[config.mk]
export PLATFORM = sky130hd
export DESIGN_NAME = timer_apb_arb
export DESIGN_NICKNAME = d
export VERILOG_FILES = /design/src/rtl/timer_pkg.sv /design/src/rtl/timer_rr_arb2.sv /design/src/rtl/timer_apb_arb.sv
export SDC_FILE = /design/constraint.sdc
export NUM_CORES = 1
export LEC_CHECK = 0
export BUFFER_PORTS_ARGS = -buffer_cell sky130_fd_sc_hd__buf_2
export CAP_MARGIN = 20
export CORE_MARGIN = 5
export CORE_UTILIZATION = 48
export DETAILED_ROUTE_END_ITERATION = 10
export GPL_TIMING_DRIVEN = 1
export PLACE_DENSITY_LB_ADDON = 0.05
export SYNTH_ARGS = -nofsm -noshare
export SYNTH_HDL_FRONTEND = slang
export SYNTH_SLANG_ARGS = --single-unit
[constraint.sdc]
create_clock -name sys_clk -period 4.05 [get_ports sys_clk]
set_input_delay 0.81 -clock sys_clk [delete_from_list [all_inputs] [get_ports sys_clk]]
set_output_delay 0.81 -clock sys_clk [all_outputs]
set_load 0.05 [all_outputs]
[src/rtl/timer_pkg.sv]
// Shared definitions for the timer APB arbiter slice.
// Provides the default bus widths, the arbiter FSM state type and the width
// of the ACCESS-phase wait counter (wide enough for any timeout up to 255).
package timer_pkg;

    localparam int unsigned ADDR_W = 12;
    localparam int unsigned DATA_W = 32;
    localparam int unsigned CNT_W  = 8;

    typedef enum logic [1:0] {
        StIdle,
        StSetup,
        StAccess,
        StResp
    } arb_state_e;

endpackage

[src/rtl/timer_rr_arb2.sv]
// Two-way round-robin pick.
//   req_i        : request vector, bit k = client k
//   last_grant_i : index of the client granted most recently
//   grant_o      : one-hot grant (all zero when nothing requests)
// On contention the client that was not granted last wins.
module timer_rr_arb2 (
    input  logic [1:0] req_i,
    input  logic       last_grant_i,
    output logic [1:0] grant_o
);

    always_comb begin
        grant_o = 2'b00;
        unique case (req_i)
            2'b01:   grant_o = 2'b01;
            2'b10:   grant_o = 2'b10;
            2'b11:   grant_o = last_grant_i ? 2'b01 : 2'b10;
            default: grant_o = 2'b00;
        endcase
    end

endmodule

[src/rtl/timer_apb_arb.sv]
// Two-client APB master arbiter/sequencer in front of the timer APB slave.
//   sys_clk, sys_rst : clock, synchronous active-high reset
//   m0_* / m1_*      : client req/ack interfaces (req held until ack; ack,
//                      rdata and err are a one-cycle registered response)
//   tim_*            : APB master port towards the timer
// Clients are granted round-robin; each grant runs SETUP then ACCESS on the
// APB bus and returns data/error in a single RESP cycle. An ACCESS phase that
// sees no pready for TIMEOUT_CYC cycles is aborted and reported as an error.
module timer_apb_arb #(
    parameter int unsigned ADDR_W      = timer_pkg::ADDR_W,
    parameter int unsigned DATA_W      = timer_pkg::DATA_W,
    parameter int unsigned TIMEOUT_CYC = 16
) (
    input  logic              sys_clk,
    input  logic              sys_rst,
    input  logic              m0_req,
    input  logic              m0_write,
    input  logic [ADDR_W-1:0] m0_addr,
    input  logic [DATA_W-1:0] m0_wdata,
    input  logic [3:0]        m0_strb,
    output logic              m0_ack,
    output logic [DATA_W-1:0] m0_rdata,
    output logic              m0_err,
    input  logic              m1_req,
    input  logic              m1_write,
    input  logic [ADDR_W-1:0] m1_addr,
    input  logic [DATA_W-1:0] m1_wdata,
    input  logic [3:0]        m1_strb,
    output logic              m1_ack,
    output logic [DATA_W-1:0] m1_rdata,
    output logic              m1_err,
    output logic              tim_psel,
    output logic              tim_penable,
    output logic              tim_pwrite,
    output logic [ADDR_W-1:0] tim_paddr,
    output logic [DATA_W-1:0] tim_pwdata,
    output logic [3:0]        tim_pstrb,
    input  logic [DATA_W-1:0] tim_prdata,
    input  logic              tim_pready,
    input  logic              tim_pslverr
);

    import timer_pkg::*;

    arb_state_e        state_q;
    logic              last_grant_q;  // also identifies the client being served
    logic [CNT_W-1:0]  cnt_q;
    logic [1:0]        grant;
    logic              sel_write;
    logic [ADDR_W-1:0] sel_addr;
    logic [DATA_W-1:0] sel_wdata;
    logic [3:0]        sel_strb;
    logic [DATA_W-1:0] resp_rdata;

    timer_rr_arb2 u_arb (
        .req_i        ({m1_req, m0_req}),
        .last_grant_i (last_grant_q),
        .grant_o      (grant)
    );

    always_comb begin
        sel_write = grant[1] ? m1_write : m0_write;
        sel_addr  = grant[1] ? m1_addr  : m0_addr;
        sel_wdata = grant[1] ? m1_wdata : m0_wdata;
        sel_strb  = grant[1] ? m1_strb  : m0_strb;
        // Writes return zero data so a client never sees stale bus contents.
        resp_rdata = tim_pwrite ? '0 : tim_prdata;
    end

    always_ff @(posedge sys_clk) begin
        if (sys_rst) begin
            state_q      <= StIdle;
            last_grant_q <= 1'b1;
            cnt_q        <= '0;
            tim_psel     <= 1'b0;
            tim_penable  <= 1'b0;
            tim_pwrite   <= 1'b0;
            tim_paddr    <= '0;
            tim_pwdata   <= '0;
            tim_pstrb    <= '0;
            m0_ack       <= 1'b0;
            m0_rdata     <= '0;
            m0_err       <= 1'b0;
            m1_ack       <= 1'b0;
            m1_rdata     <= '0;
            m1_err       <= 1'b0;
        end else begin
            // Response outputs live for exactly one cycle.
            m0_ack   <= 1'b0;
            m0_rdata <= '0;
            m0_err   <= 1'b0;
            m1_ack   <= 1'b0;
            m1_rdata <= '0;
            m1_err   <= 1'b0;

            unique case (state_q)
                StIdle: begin
                    if (|grant) begin
                        last_grant_q <= grant[1];
                        tim_pwrite   <= sel_write;
                        tim_paddr    <= sel_addr;
                        tim_pwdata   <= sel_wdata;
                        tim_pstrb    <= sel_write ? sel_strb : 4'b0000;
                        tim_psel     <= 1'b1;
                        tim_penable  <= 1'b0;
                        state_q      <= StSetup;
                    end
                end

                StSetup: begin
                    tim_penable <= 1'b1;
                    cnt_q       <= '0;
                    state_q     <= StAccess;
                end

                StAccess: begin
                    if (tim_pready) begin
                        tim_psel    <= 1'b0;
                        tim_penable <= 1'b0;
                        state_q     <= StResp;
                        if (last_grant_q) begin
                            m1_ack   <= 1'b1;
                            m1_rdata <= resp_rdata;
                            m1_err   <= tim_pslverr;
                        end else begin
                            m0_ack   <= 1'b1;
                            m0_rdata <= resp_rdata;
                            m0_err   <= tim_pslverr;
                        end
                    end else if (cnt_q == CNT_W'(TIMEOUT_CYC - 1)) begin
                        // Slave never became ready: abort and flag an error.
                        tim_psel    <= 1'b0;
                        tim_penable <= 1'b0;
                        state_q     <= StResp;
                        if (last_grant_q) begin
                            m1_ack <= 1'b1;
                            m1_err <= 1'b1;
                        end else begin
                            m0_ack <= 1'b1;
                            m0_err <= 1'b1;
                        end
                    end else begin
                        cnt_q <= cnt_q + CNT_W'(1);
                    end
                end

                StResp: begin
                    state_q <= StIdle;
                end

                default: state_q <= StIdle;
            endcase
        end
    end

endmodule

==> results.py <==
metrics = {
    "detailed_routing": {
        "drt-initial-drc-count": 204,
        "routed_wl_mm": 13.6,
        "dr.pass1.iters": 4,
        "vias_per_cell": 4.88,
        "via_count": 4346,
        "postRouteAntennaNets": 0,
        "avgRoutedWirePerCell_um": 15.2,
        "drc": 0,
    },
    "logic_synthesis": {
        "synth_area_mm2": 0.00484,
        "synth.largest_area_cell": "dfxtp_1",
        "synthCells": 498,
        "yosysTopAreaCellShare_pct": 53.7,
        "syn_nets": 640,
        "ys_seq_area_share_pct": 53.7,
        "ys_types": 37,
        "synth-edff-count": 0,
        "async_flop_share_pct": 0,
        "syn_avg_cell_area_um2": 9.72,
        "synth_warnings": 0,
        "ys_top_cells_by_area": "dfxtp_1 54%, mux2i_1 10%, nor2_1 9.1%",
        "ys.flop_type": "dfxtp_1",
        "ys_ff_latch": 130,
    },
    "power_and_ir_drop": {
        "power_density_mw_per_mm2": 737,
        "vdd_drop_max_mv": 0.441,
        "leakagePower_uw": 0.00330,
        "power_uw": 4990,
    },
    "cells_and_area": {
        "n_antenna_cell": 0,
        "multi_input_area_mm2": 0.00205,
        "final_cell_mix": "254 x buf_2, 130 x dfxtp_1, 118 x nor2_1",
        "syn_to_final_growth_pct": 39.8,
        "drive_gt1_share_pct": 39.4,
        "layout_commonest_cell": "buf_2",
        "filler_cell_count": 832,
        "final_util_pct": 68.9,
        "nets": 886,
        "regArea_mm2": 0.00260,
    },
    "sta": {
        "setup_viol": 0,
        "rsz0062_at_grt": "false",
        "worst_slew_pin_slew_ns": 0.916,
        "relSlewSlack_pct": 38.8,
        "final.min_clock_period_ns": 2.66,
        "final.setup.tns_ns": 0,
        "hold_ws_ns": 0.449,
        "maxSlewViolCount": 0,
        "period_share_pct": 65.7,
        "hold_viol": 0,
        "fmax_mhz": 376,
        "fin_skew_ns": 0.00557,
    },
    "cts": {
        "cts_tree": "built",
        "clock_latency_ns": 0.52,
        "ctsResizeCount": 0,
        "cts.htree.levels": 4,
        "clkSinkCount": 130,
        "numCtsBuffers": 17,
        "cts_setup_buffers": 0,
        "ctsRootBufferMaster": "clkbuf_8",
        "path_clk_slew_ns": 0.06,
        "postCtsHoldBufs": 0,
        "clockBufferDepth": 2,
    },
    "floorplanning": {
        "dieWidth_um": 110,
        "fp.dieH_um": 110,
        "ios": 255,
        "dieArea_mm2": 0.0122,
        "start_util_pct": 49.3,
        "rows": 36,
        "fp.coreArea_mm2": 0.00982,
    },
    "worst_hold_path": {
        "hold_path.class": "reg -> reg",
        "hp-start": "tim_pstrb[2]",
    },
    "global_route": {
        "grt_use_total_pct": 22.3,
        "grt_max_degree": 57,
        "grt_pass1_wl_mm": 22.2,
        "antenna_found_initial": 1,
        "grt_pass1_vias": 4493,
        "grt_overflow_total": 0,
    },
    "placement": {
        "gp_congestion": 0.767,
        "io_buffers": 254,
        "dp_hpwl_mm": 10.1,
    },
    "setup_path": {
        "startpoint": "tim_pwrite",
        "slowest_stage": "dfxtp_1",
        "path_delay_family": "flip-flops",
        "cpPeakStageDelay_ns": 0.91,
        "cp.arrival_ns": 1.85,
        "start_kind": "flip-flop",
        "worst_setup_path_end_kind": "output pin",
        "crit_type": "reg -> out",
        "cp.required_ns": 3.24,
        "cp_max_fo": 34,
        "reg2reg_from": "state_q[0]",
        "worstPathBufferInverterCount": 1,
        "path_cells": "buf_2",
    },
    "run": {
        "max_cap_violations": 0,
    },
    "outcome": {
        "status": "completed",
    },
}
[flip-flops by register name, summed over array words and instances (netlist names), 2 cells and up]
signal / flops
m0_rdata: 32
m1_rdata: 32
tim_pwdata: 32
tim_paddr: 12
cnt_q: 8
tim_pstrb: 4
state_q: 2
[per-layer routing]
metal / GRT usage, % / vias to the layer above / wire length, µm
li1: - / 2197 / -
met1: 22.5 / 1953 / 5180
met2: 40.2 / 172 / 6840
met3: 10.4 / 22 / 1290
met4: 7.47 / 2 / 229
met5: 0 / - / 11
[tightest hold or removal path, cell delays in order (launching register included)]
cell and delay, ns:
dfxtp_1 0.31, nand2_1 0.05, a21oi_1 0.05
[cell families (layout without fill, tap and decap cells)]
| kind of cell | count (synthesis) | count (layout) | synth area share, % |
|---|---|---|---|
| AOI/OAI and AO/OA | 81 | 81 | 12.1 |
| adders and majority gates | 6 | 6 | 1.55 |
| buffers and inverters | 38 | 297 | 4.01 |
| DFF | 130 | 130 | 53.7 |
| muxes | 49 | 49 | 10.1 |
| and+or+nand+nor | 194 | 194 | 18.5 |
[report_power, final]
part	leakage [µW]	switching [µW]	total, µW	internal, µW
logic	0.00195	1310	1780	476
registers	0.00106	136	1650	1510
clock network	0.000289	566	1560	994
[Yosys cell counts, drive strengths merged, types with 5 or more instances]
library cell  number
dfxtp            130
nand2             12
clkbuf            22
a21oi             17
mux2i             49
inv                5
a211oi            44
or3                5
buf               11
ha                 6
o21ai             10
nand2b            35
nand3              9
nor2             118
[through the flow]
step	area, µm²	instances	setup WS (ns)
6_report	6770	890	1.39
5_1_grt	6770	890	1.20
4_1_cts	6770	890	1.32
3_5_place_dp	6160	858	1.47
3_3_place_gp	6160	858	1.56
2_1_floorplan	4840	498	2.29
[final timing paths]
| check | to | slack (ns) | depth (start not counted) |
|---|---|---|---|
| worst max-delay path | tim_pwrite | 1.39 | 1 |
| worst min-delay path | tim_pstrb[2] | 0.45 | 2 |
| worst max register to register | tim_pwdata[0] | 1.90 | 6 |
| worst min register to register | tim_pstrb[2] | 0.45 | 2 |
[layout make-up]
class,instances,area share (%)
Clock buffer,22,6.84
Clock inverter,10,2.18
Sequential cell,130,38.5
Timing Repair Buffer,260,19.4
Multi-Input combinational cell,330,30.3
Tap cell,133,2.46
Inverter,5,0.277
Power figures use the tool's default switching activity.
